$ cat src/rtl/operand_mat_streamer_if.sv
// Register-file read port plus element stream for operand_mat_streamer.
// master = streamer side; slave = register file / multiply datapath side.
interface operand_mat_streamer_if #(
  parameter int DATA_WIDTH = 32,
  parameter int ADDR_WIDTH = 4
);
  logic [ADDR_WIDTH-1:0] rd_addr;
  logic [DATA_WIDTH-1:0] rd_data;
  logic                  m_valid;
  logic                  m_ready;
  logic [DATA_WIDTH-1:0] m_data;
  logic                  m_row_last;
  logic                  m_last;

  modport master (
    output rd_addr, input rd_data,
    output m_valid, input m_ready, output m_data, m_row_last, m_last
  );
  modport slave (
    input rd_addr, output rd_data,
    input m_valid, output m_ready, input m_data, m_row_last, m_last
  );
endinterface

$ cat src/rtl/operand_mat_streamer.sv
// Walks an n_rows x n_cols sub-matrix of the operand register file and streams it out.
// Optional TRANSPOSE_EN macro enables a column-major walk selected by transpose_i.
module operand_mat_streamer #(
  parameter int DATA_WIDTH = 32,
  parameter int MAX_DIM    = 4,
  parameter int ADDR_WIDTH = 4,
  parameter int DIM_W      = 3
) (
  input  logic             clk_i,
  input  logic             rst_i,
  input  logic             start_i,
  input  logic [DIM_W-1:0] n_rows_i,
  input  logic [DIM_W-1:0] n_cols_i,
  input  logic             transpose_i,
  operand_mat_streamer_if.master bus,
  output logic             busy_o,
  output logic             done_o
);
  typedef enum logic [1:0] {IDLE, ISSUE, DRAIN} state_t;
  typedef struct packed {
    logic [DATA_WIDTH-1:0] data;
    logic                  row_last;
    logic                  last;
  } beat_t;

  localparam logic [DIM_W-1:0] DIM_MAX = DIM_W'(MAX_DIM);

  state_t           state_q, state_d;
  logic [DIM_W-1:0] rows_in, cols_in, rows_q, cols_q, row_q, col_q;
  logic             tr_in, tr_q;
  logic             issue, at_col_end, at_row_end, is_last, elem_row_last;
  logic             rd_vld, pend_row_last, pend_last;
  beat_t            fifo_q [2];
  logic             wr_ptr, rd_ptr;
  logic [1:0]       occ_q;
  logic             push, pop;
  beat_t            head;

  assign rows_in = (n_rows_i > DIM_MAX) ? DIM_MAX : n_rows_i;
  assign cols_in = (n_cols_i > DIM_MAX) ? DIM_MAX : n_cols_i;

`ifdef TRANSPOSE_EN
  assign tr_in = transpose_i;
`else
  logic unused_transpose;
  assign unused_transpose = transpose_i;
  assign tr_in = 1'b0;
`endif

  assign at_col_end    = (col_q == cols_q - 1'b1);
  assign at_row_end    = (row_q == rows_q - 1'b1);
  assign is_last       = at_col_end && at_row_end;
  assign elem_row_last = tr_q ? at_row_end : at_col_end;

  always_ff @(posedge clk_i or posedge rst_i) begin
    if (rst_i) state_q <= IDLE;
    else       state_q <= state_d;
  end

  // A read may only go out when its data is guaranteed a FIFO slot.
  always_comb begin
    state_d = state_q;
    issue   = 1'b0;
    done_o  = 1'b0;
    case (state_q)
      IDLE:  if (start_i) state_d = (rows_in == '0 || cols_in == '0) ? DRAIN : ISSUE;
      ISSUE: begin
        issue = (occ_q + {1'b0, rd_vld}) < 2'd2;
        if (issue && is_last) state_d = DRAIN;
      end
      DRAIN: if (occ_q == '0 && !rd_vld) begin
        done_o  = 1'b1;
        state_d = IDLE;
      end
      default: state_d = IDLE;
    endcase
  end

  assign busy_o = (state_q != IDLE);

  always_ff @(posedge clk_i or posedge rst_i) begin
    if (rst_i) begin
      rows_q <= '0; cols_q <= '0; tr_q <= 1'b0;
      row_q  <= '0; col_q  <= '0;
    end else if (state_q == IDLE && start_i) begin
      rows_q <= rows_in; cols_q <= cols_in; tr_q <= tr_in;
      row_q  <= '0;      col_q  <= '0;
    end else if (issue) begin
      if (is_last) begin
        row_q <= '0; col_q <= '0;
      end else if (!tr_q) begin
        if (at_col_end) begin col_q <= '0; row_q <= row_q + 1'b1; end
        else            col_q <= col_q + 1'b1;
      end else begin
        if (at_row_end) begin row_q <= '0; col_q <= col_q + 1'b1; end
        else            row_q <= row_q + 1'b1;
      end
    end
  end

  assign bus.rd_addr = ADDR_WIDTH'(32'(row_q) * MAX_DIM + 32'(col_q));

  always_ff @(posedge clk_i or posedge rst_i) begin
    if (rst_i) begin
      rd_vld <= 1'b0; pend_row_last <= 1'b0; pend_last <= 1'b0;
    end else begin
      rd_vld <= issue;
      if (issue) begin
        pend_row_last <= elem_row_last;
        pend_last     <= is_last;
      end
    end
  end

  // Arriving data bypasses the FIFO when it is empty and the consumer takes it.
  assign pop  = (occ_q != '0) && bus.m_ready;
  assign push = rd_vld && !((occ_q == '0) && bus.m_ready);

  always_ff @(posedge clk_i or posedge rst_i) begin
    if (rst_i) begin
      fifo_q <= '{default: '0};
      wr_ptr <= 1'b0; rd_ptr <= 1'b0; occ_q <= '0;
    end else begin
      if (push) begin
        fifo_q[wr_ptr] <= {bus.rd_data, pend_row_last, pend_last};
        wr_ptr         <= ~wr_ptr;
      end
      if (pop) rd_ptr <= ~rd_ptr;
      case ({push, pop})
        2'b10:   occ_q <= occ_q + 1'b1;
        2'b01:   occ_q <= occ_q - 1'b1;
        default: ;
      endcase
    end
  end

  always_comb begin
    head = '0;
    if (occ_q != '0) head = fifo_q[rd_ptr];
    else if (rd_vld) head = {bus.rd_data, pend_row_last, pend_last};
  end

  assign bus.m_valid    = (occ_q != '0) || rd_vld;
  assign bus.m_data     = head.data;
  assign bus.m_row_last = head.row_last;
  assign bus.m_last     = head.last;
endmodule
$ cat src/flat_wrapper.sv
// flat-port wrapper written by rule: the top's interface ports become plain ports
module operand_mat_streamer_flat 
#(
  parameter int DATA_WIDTH = 32,
  parameter int MAX_DIM    = 4,
  parameter int ADDR_WIDTH = 4,
  parameter int DIM_W      = 3
)
  (clk_i, rst_i, start_i, n_rows_i, n_cols_i, transpose_i, busy_o, done_o, bus_rd_addr, bus_rd_data, bus_m_valid, bus_m_ready, bus_m_data, bus_m_row_last, bus_m_last);
  operand_mat_streamer_if #(.DATA_WIDTH(DATA_WIDTH), .ADDR_WIDTH(ADDR_WIDTH)) bus_i ();
  input  logic clk_i;
  input  logic rst_i;
  input  logic start_i;
  input  logic [DIM_W-1:0] n_rows_i;
  input  logic [DIM_W-1:0] n_cols_i;
  input  logic transpose_i;
  output logic busy_o;
  output logic done_o;
  output wire logic [$bits(bus_i.rd_addr)-1:0] bus_rd_addr;
  input wire logic [$bits(bus_i.rd_data)-1:0] bus_rd_data;
  output wire logic [$bits(bus_i.m_valid)-1:0] bus_m_valid;
  input wire logic [$bits(bus_i.m_ready)-1:0] bus_m_ready;
  output wire logic [$bits(bus_i.m_data)-1:0] bus_m_data;
  output wire logic [$bits(bus_i.m_row_last)-1:0] bus_m_row_last;
  output wire logic [$bits(bus_i.m_last)-1:0] bus_m_last;
  assign bus_rd_addr = bus_i.rd_addr;
  assign bus_i.rd_data = bus_rd_data;
  assign bus_m_valid = bus_i.m_valid;
  assign bus_i.m_ready = bus_m_ready;
  assign bus_m_data = bus_i.m_data;
  assign bus_m_row_last = bus_i.m_row_last;
  assign bus_m_last = bus_i.m_last;
  operand_mat_streamer #(.DATA_WIDTH(DATA_WIDTH), .MAX_DIM(MAX_DIM), .ADDR_WIDTH(ADDR_WIDTH), .DIM_W(DIM_W)) u_core (.clk_i(clk_i), .rst_i(rst_i), .start_i(start_i), .n_rows_i(n_rows_i), .n_cols_i(n_cols_i), .transpose_i(transpose_i), .bus(bus_i), .busy_o(busy_o), .done_o(done_o));
endmodule
$ cat config.mk
export PLATFORM = sky130hd
export DESIGN_NAME = operand_mat_streamer_flat
export DESIGN_NICKNAME = d
export VERILOG_FILES = /design/src/rtl/operand_mat_streamer_if.sv /design/src/rtl/operand_mat_streamer.sv /design/src/flat_wrapper.sv
export SDC_FILE = /design/constraint.sdc
export NUM_CORES = 1
export LEC_CHECK = 0
export ABC_CLOCK_PERIOD_IN_PS = 2600
export CORE_MARGIN = 8
export CORE_UTILIZATION = 49
export CTS_BUF_LIST = sky130_fd_sc_hd__clkbuf_8
export DETAILED_ROUTE_END_ITERATION = 16
export GPL_TIMING_DRIVEN = 0
export HOLD_SLACK_MARGIN = 0.02
export PLACE_DENSITY = 0.8
export SETUP_SLACK_MARGIN = 0.5
export SLEW_MARGIN = 20
export SYNTH_ARGS = -nofsm -noshare
export SYNTH_HDL_FRONTEND = slang
export SYNTH_SLANG_ARGS = --single-unit
$ cat constraint.sdc
create_clock -name clk_i -period 2.6 [get_ports clk_i]
set_input_delay 0.39 -clock clk_i [delete_from_list [all_inputs] [get_ports clk_i]]
set_output_delay 0.39 -clock clk_i [all_outputs]
set_load 0.02 [all_outputs]
Word level (Yosys, flattened, before mapping)
Cells that the tools add are included.

Input bits: 43. Latch bits: 0. RAM bits: 0. Memory bits (read-only): 0. Register bits after elaboration: 89. Memories kept: 0.

Divide/modulo/power cells: 0. Shift operators: 0. $lt $le $gt $ge: 6. Equal/unequal tests: 9. Multipliers: 0. Bitwise logic cells: 4. Add/sub/neg operators: 8. Reductions and logical operators: 23. Muxes and demuxes: 27.

Operator list (count): 34-bit two-way mux (6); 68-bit bitwise mux (1); 34-bit demux with 1-bit select (1); 3-bit two-way mux (10); 1-bit logical AND (8); 2-bit two-way mux (4); 2-bit nonzero test (4); 3-bit by 1-bit adder with 3-bit output (second input constant) (2); 3-bit equality test (2); 3-bit > comparator (second input constant) (2); 3-bit zero test (2); 2-bit one-hot mux with 3 select lines (1); 3-bit by 1-bit subtractor with 3-bit output (second input constant) (2); 4-bit by 3-bit adder with 4-bit output (1); 2-bit by 1-bit equality test with 1-bit output (second input constant) (2); 2-bit equality test (second input constant) (2); 2-bit greater-or-equal comparator (second input constant) (2); 2-bit zero test (2); 2-bit by 1-bit != test with 1-bit output (second input constant) (2); 1-bit inverter with 2-bit output (2); 2-bit one-hot mux with 2 select lines (1); 1-bit two-way mux (3); 3-bit AND reduction (1); 3-bit nonzero test (1); 10 further kinds (13).

Longest topological paths before layout
Gate-level depths: netlist of the first run.

Depth after elaboration: 7. Mapped depth: 7. Depth with buffers taken out: 6.

Least setup slack after synthesis of the first run
No wires, ideal clock.

Path kind: reg-to-output. From: reg u_core.occ_q[0]. To: out done_o. Cell stages (with the launch flop): 4. Path buffers: 1. Setup slack: 654 ps. Arrival: 1556 ps. Path through: dfrtp_1 -> buf_6 -> or3_1 -> nor3b_1.

Cells in the longest elaborated chain, start to end: 4.

Ends and longest elaborated chain: start, declared (line operand_mat_streamer.sv:35) `logic [1:0] occ_q;`; start signal, assigned (line operand_mat_streamer.sv:130) `2'b10: occ_q <= occ_q + 1'b1;`; start signal, assigned (line operand_mat_streamer.sv:131) `2'b01: occ_q <= occ_q - 1'b1;`; 2-bit zero test (line operand_mat_streamer.sv:71) `DRAIN: if (occ_q == '0 && !rd_vld) begin`; 1-bit logical AND (line operand_mat_streamer.sv:71); 1-bit two-way mux (line operand_mat_streamer.sv:71); 1-bit two-way mux (line operand_mat_streamer.sv:65) `case (state_q)`; end, declared (line flat_wrapper.sv:18) `output logic done_o;`.

No other way between the ends.

Final worst setup path of the first run
From: reg u_core.occ_q[0]. To: out bus_m_data[10].

Cells in the longest elaborated chain, start to end: 2.

Ends and longest elaborated chain: 2-bit nonzero test (line operand_mat_streamer.sv:139) `if (occ_q != '0) head = fifo_q[rd_ptr];`; 34-bit two-way mux (line operand_mat_streamer.sv:139); end, declared (line flat_wrapper.sv:23) `output wire logic [$bits(bus_i.m_data)-1:0] bus_m_data;`.

No other way between the ends.

==> results of run 1 <==
[layout make-up]
cell class              count  area (um^2)
multi-input cells         255         2130
clock buffers               9          124
inverters                   8         46.3
clock inverters             7         71.3
plain buffers              27          255
repair buffers             96          892
flip-flops and latches     89         2230
well taps                 111          139
fillers                   693         3180
[metrics by stage]
| stage | instances | area (um^2) | power (mW) | worst slack [ps] | utilization [%] |
|---|---|---|---|---|---|
| 2_1_floorplan | 379 | 4510 | 5.70 | 654 | - |
| 5_1_grt | 602 | 5890 | 9.24 | 391 | 65.0 |
| 4_1_cts | 591 | 5720 | 8.29 | 371 | 63.1 |
| 3_5_place_dp | 574 | 5510 | 7.52 | -156 | 60.8 |
| 3_3_place_gp | 572 | 5470 | 7.35 | -109 | 60.4 |
| 6_report | 602 | 5890 | 8.69 | 433 | 65.0 |
[layout by cell type (no fill, tap or decap), types with 3 or more instances in the layout]
cell type | netlist | routed
buf_4 | 3 | 30
buf_8 | 0 | 3
a21oi_1 | 3 | 3
clkbuf_8 | 0 | 9
inv_1 | 7 | 7
o21ai_1 | 0 | 18
o21ai_2 | 0 | 5
xor2_1 | 7 | 7
clkdlybuf4s50_1 | 0 | 44
ha_1 | 6 | 6
clkinvlp_4 | 0 | 3
buf_6 | 5 | 17
nor2_1 | 7 | 7
mux2i_1 | 34 | 34
nand3_2 | 1 | 5
dlygate4sd2_1 | 0 | 3
o21ai_0 | 40 | 17
nand2_1 | 14 | 14
buf_12 | 0 | 3
nand3b_1 | 6 | 6
xnor2_1 | 3 | 3
mux2_2 | 66 | 66
buf_2 | 10 | 17
dfrtp_1 | 89 | 88
nand3_1 | 37 | 33
[state kept, by name, summed over array words and instances, names as in the netlist]
signal / count
u_core.col_q: 3
u_core.cols_q: 3
u_core.fifo_q: 68
u_core.occ_q: 2
u_core.pend_last: 1
u_core.pend_row_last: 1
u_core.rd_ptr: 1
u_core.rd_vld: 1
u_core.row_q: 3
u_core.rows_q: 3
u_core.state_q: 2
u_core.wr_ptr: 1
[worst max-delay path, stage by stage, from the launching register on]
cell	delay (ps)
dfrtp_1	380
buf_6	130
nor2_4	120
buf_12	130
buf_8	130
clkbuf_16	140
nand3_1	80
o21ai_1	120
buf_4	180
[how the worst min path moves through the flow]
stage	to	slack [ps]	startpoint	cells past startpoint
2_1_floorplan	u_core.cols_q[2]$_DFFE_PP0N_	450	u_core.cols_q[2]$_DFFE_PP0N_	2
4_1_cts	u_core.rows_q[1]$_DFFE_PP0N_	500	rst_i	2
3_5_place_dp	u_core.fifo_q[56]$_DFFE_PP0P_	480	u_core.fifo_q[56]$_DFFE_PP0P_	1
5_1_grt	u_core.fifo_q[56]$_DFFE_PP0P_	510	u_core.fifo_q[56]$_DFFE_PP0P_	1
6_report	u_core.rows_q[0]$_DFFE_PP0N_	490	rst_i	2
3_3_place_gp	u_core.fifo_q[57]$_DFFE_PP0P_	470	u_core.fifo_q[57]$_DFFE_PP0P_	1
[repair_timing]
action	4_1_cts	5_1_grt
endpoints found under the hold margin	0	0
gates resized for setup	184	97
setup buffers	1	9
cloned	0	2
pin swaps	1	1
endpoints found under the setup margin	38	36
[power breakdown]
group          switching [mW]  internal (mW)
Clock                   0.496          0.444
Sequential              0.403           2.07
Combinational            2.72           2.57
[kinds of logic (layout without fill, tap and decap cells)]
family                     after synthesis  in the layout
AOI/OAI and AO/OA                       55             55
DFF                                     89             89
and+or+nand+nor                         80             80
muxes                                  102            102
xor gates and xnor gates                12             12
buffers and inverters                   35            147
adders and majority gates                6              6
[routing by layer]
layer | wire, um | share of wire (%)
met1 | 4880 | 45
met5 | 0 | 0
met4 | 182 | 1.7
met2 | 5220 | 48
met3 | 488 | 4.5
==> results.txt, run 1 <==
Seq cells post-synth = 89
DRT Wirelength = 10800 um
Post-Synth XOR/XNOR Area = 2.94%
1st-iter DRT viols = 144
Syn-to-layout area delta = 30.5%
Predominant post-synthesis flop cell = dfrtp_1
Multiplexer share of the synthesized area = 24.5%
Ys Warns = 0
Cts bufs inserted = 9
Initial antenna violation count = 0
Status = finished clean
Full die area = 12500 um^2
EDFF count, synth = 0
FF-to-FF setup slack = 640 ps
Critical Path Source Type = flip-flop
Part of the cycle the worst path needs = 83.3%
Critical Path Start = u_core.occ_q[0]$_DFFE_PP0P_
Synth area leader = dfrtp_1
Top post-synthesis cells by area = dfrtp_1 (49%), mux2_2 (16%), mux2i_1 (7.5%), o21ai_0 (4.4%), nand3_1 (4.1%)
Clk_lat worst skew = 360 ps
Crit path capture = bus_m_data[10]
GPL Wtd Cong = 0.802
Crit end category = output port
Clock Root Buffer = clkbuf_8
Final hold vios = 0
FF-to-FF End = u_core.fifo_q[50]$_DFFE_PP0P_
CTS tree = yes
Final ANT Viol Nets = 0
Met3 usage = 4.17%
Mean Syn Cell Area = 11.9 um^2
RSZ-0062 raised after global routing = true
DRT Pass-1 Iters = 4
DRC violation count after routing = 0
Reg clk slew, reported paths = 90 ps
Fraction of layout cells with a size suffix above 1 = 36.5%
Count leader, synth = dfrtp_1
PortBufs = 82
Simple-gate portion of the synthesized area = 9.76%
Final TNS setup = 0 ps
Ys async rst share = 100%
FF-to-FF path depth = 8
Routed WL per cell = 17.9 um
Pin count of the biggest net entering global routing = 32
Layout net count = 535
Setup violators final = 0
Max-slew violations = 0
Hold buffers post-CTS = 0
Remaining global-route overflow = 0
Lkg Pwr = 2.62 nW
Htree depth = 3
Number of global-route vias before repair = 3547
Clk sinks = 89
Compound-Gate Fraction of Synth Area = 7.18%
Initial Util = 49.8%
Total core area = 9060 um^2
Die X = 112 um
Measured slew at the worst slew-check pin = 701 ps
Grt met1 use = 21.4%
# rows = 35
IO Count = 84
Fin Clk Skew = 13.9 ps
Req. time, crit path = 2210 ps
GR met2 Demand/Resource = 27.9%
Global Route Usage Sum = 17.0%
Worst Path Arrival = 1780 ps
Hold Crit Class = primary input to async pin
Post-synthesis adder-cell area fraction = 1.66%
Power Density = 1480 nW/um^2
Sequential area share after synthesis = 49.4%
Avg Vias per Cell = 5.58
Syn_nets = 428
Die height = 112 um
Top-area cell type share of the netlist area = 49.4%
Longest Clk Path Bufs = 2
Ant diodes = 0
Post-detail-place hpwl = 7400 um
Rel. slew slack = 53.2%
Maximum vdd drop = 0.000677 V
Worst-path maximum fanout = 7
Total vias in the final route = 3360
First-pass GRT wire length = 17400 um
Commonest cells in the netlist = dfrtp_1 (89), mux2_2 (66), o21ai_0 (40)
Final min period = 2170 ps
Fmax = 461 MHz
Main combinational cell family by area after synthesis = multiplexers
Syn Inst Count = 379
Kind of critical path = flip-flop to output port
R2R Path Start = u_core.occ_q[0]$_DFFE_PP0P_
Most used routing layer = met2
Synth cell types = 43
Max-cap violations = 0
Worst hold slack = 487 ps
Post-Syn Area = 4510 um^2
Power figures use the tool's default switching activity.
==> run 2, diff against run 1 <==
Settings changed: ABC_CLOCK_PERIOD_IN_PS 2600 to 2000, CORE_UTILIZATION 49 to 54, PLACE_DENSITY 0.8 to 0.83.
Clock period 2.6 ns to 2 ns, I/O delays scaled along.
==> run 2 against run 1 <==
The flow now finishes with violations (setup timing). Clock skew is 5.6 ps lower. Clock power up 29%. First-iteration DRC count rose by 78%. Via count rose by 16%. Register-to-register slack lost 610 ps. Flip-flop and latch count unchanged. Hold slack worse by 250 ps. Highest routed layer unchanged. Cell count increased by 5.3%. Core utilization increased by 20 points. Routed wire length is 49% higher. Total power grew 70%.
==> results.txt, run 2 (synthesis gave the netlist of run 1 again) <==
Hold buffers post-CTS = 0 (unchanged)
Fraction of layout cells with a size suffix above 1 = 53.3% (+17 points)
Reg area = 2230 um^2 (+0.22%)
Die X = 107 um (-4.1%)
Clk_lat worst skew = 360 ps (about the same)
Initial Util = 55.2% (+5.4 points)
Commonest non-fill, non-tap cell in the layout = dfrtp_1
Routed WL per cell = 25.4 um (+42%)
# rows = 33 (-5.7%)
Remaining global-route overflow = 0 (unchanged)
Final min period = 2110 ps
IO Count = 84 (unchanged)
Total power draw = 14.8 mW (+70%)
Commonest cells after routing, fill and taps aside = dfrtp_1 (84), buf_6 (45), buf_4 (41), clkdlybuf4s50_1 (41)
Cell family with most CP delay = buffers and inverters
Post-placement cell count = 569 (-0.87%)
Worst-path maximum fanout = 6 (-1)
Part of the cycle the worst path needs = 105%
Design area = 6990 um^2 (+19%)
Global Route Usage Sum = 23.2% (+6.2 points)
Critical Path Source Type = flip-flop
DRT Pass-1 Iters = 5 (+1)
Dpl cell area = 5760 um^2 (+4.5%)
Multi-input gate area = 2600 um^2 (+22%)
Final hold vios = 0 (unchanged)
Critical path buffers and inverters = 5 (unchanged)
CTS tree = yes
DRT Wirelength = 16100 um (+49%)
Reg clk slew, reported paths = 100 ps (about the same)
CP max stage delay = 390 ps (about the same)
Hold Crit Class = primary input to async pin
Slowest-stage cell, CP = dfrtp_1
Worst Path Arrival = 1810 ps (+30 ps)
Layout fillers = 368 (-47%)
Ant diodes = 0 (unchanged)
Worst hold slack = 238 ps (-249 ps)
Pin count of the biggest net entering global routing = 30 (-6.3%)
Die height = 107 um (-4.1%)
Post-detail-place hpwl = 7860 um (+6.2%)
Kind of critical path = flip-flop to output port
Syn-to-layout area delta = 54.9%
1st-iter DRT viols = 257 (+78%)
Max-cap violations = 0 (unchanged)
Setup violators final = 26 (+26)
Lkg Pwr = 3.14 nW (+20%)
Failing checks = setup timing
Measured slew at the worst slew-check pin = 395 ps (-306 ps)
Longest Clk Path Bufs = 2 (unchanged)
Maximum vdd drop = 0.00112 V (+65%)
Rel. slew slack = 73.6% (+20 points)
Req. time, crit path = 1700 ps (-510 ps)
Cell Chain, Critical Path = buf_6 > nor2_4 > buf_6 > buf_12 > buf_8 > nand3_2 > o21ai_2 > buf_6
Number of global-route vias before repair = 4006 (+13%)
GPL Wtd Cong = 0.792 (-1.2%)
Htree depth = 3 (unchanged)
Clock Root Buffer = clkbuf_8
Power Density = 2110 nW/um^2 (+43%)
Fmax = 475 MHz
First-pass GRT wire length = 21400 um (+23%)
RSZ-0062 raised after global routing = true
Status = complete, but fails checks
Full die area = 11500 um^2 (-8.0%)
Crit end category = output port
DRC violation count after routing = 0 (unchanged)
Max-slew violations = 0 (unchanged)
CP dominant cell by count = buf_6
Post-Layout Cell Count = 634 (+5.3%)
PortBufs = 82 (unchanged)
Most flop-heavy register = u_core.fifo_q
Layout net count = 573 (+7.1%)
Final Util = 85.4% (+20 points)
Setup WS post-layout = -106 ps (-539 ps)
Total vias in the final route = 3897 (+16%)
Total core area = 8180 um^2 (-9.8%)
Final TNS setup = -1340 ps (-1340 ps)
Worst slack at placement = -265 ps (-109 ps)
Max reg flops = 68 (unchanged)
Fin Clk Skew = 8.26 ps (-5.64 ps)
Avg Vias per Cell = 6.15 (+10%)
Initial antenna violation count = 0 (unchanged)
Clk sinks = 89 (unchanged)
Final ANT Viol Nets = 0 (unchanged)
Cts bufs inserted = 9 (unchanged)
run 2: changes by cell type in the layout (fill, tap and decap cells not counted), moves of 8 or more:
cell	delta
nand3_1	-17
buf_4	+11
buf_12	+8
buf_2	-14
mux2_4	+34
buf_6	+28
mux2_2	-32
o21ai_0	-12
nand3_2	+10
o21ai_2	+13
run 2: cell type report:
class	count	area share (%)
well taps	105	1.88
plain buffers	27	5.12
multi-input cells	255	37.3
flip-flops and latches	89	32.0
clock buffers	10	1.97
inverters	8	0.663
clock inverters	6	0.627
repair buffers	134	20.5
run 2: power by group:
group | internal [mW] | leakage (nW) | switching (mW)
clock network | 0.489 | 0.0922 | 0.717
registers | 2.69 | 1.06 | 0.648
logic | 5.29 | 1.98 | 4.91
run 2: final timing paths:
path,start,endpoint,slack [ps],depth (start not counted)
max in group asynchronous,rst_i,u_core.fifo_q[10]$_DFFE_PP0P_,1100,4
hold / removal,rst_i,u_core.col_q[0]$_DFFE_PP0P_,240,2
setup / recovery,u_core.occ_q[0]$_DFFE_PP0P_,bus_m_data[11],-110,8
hold reg to reg,u_core.fifo_q[5]$_DFFE_PP0P_,u_core.fifo_q[5]$_DFFE_PP0P_,520,1
setup reg to reg,u_core.occ_q[0]$_DFFE_PP0P_,u_core.row_q[2]$_DFFE_PP0P_,30,9
min in group clk_i,u_core.fifo_q[5]$_DFFE_PP0P_,u_core.fifo_q[5]$_DFFE_PP0P_,520,1
run 2: what timing repair did:
| action | 4_1_cts | 5_1_grt |
|---|---|---|
| resized for setup | 300 | 61 |
| setup buffers | 26 | 14 |
| pin swaps | 7 | 14 |
| cloned | 5 | 4 |
| setup endpoints to repair | 120 | 122 |
run 2: layer usage:
metal	part of all wire, %	wire [um]	global-route usage [%]	up-vias
met2	51	8260	39.5	217
met5	0	0	0	-
met1	38	6100	28.8	1973
met3	7.0	1130	4.01	55
li1	-	-	-	1652
met4	3.8	605	9.02	0
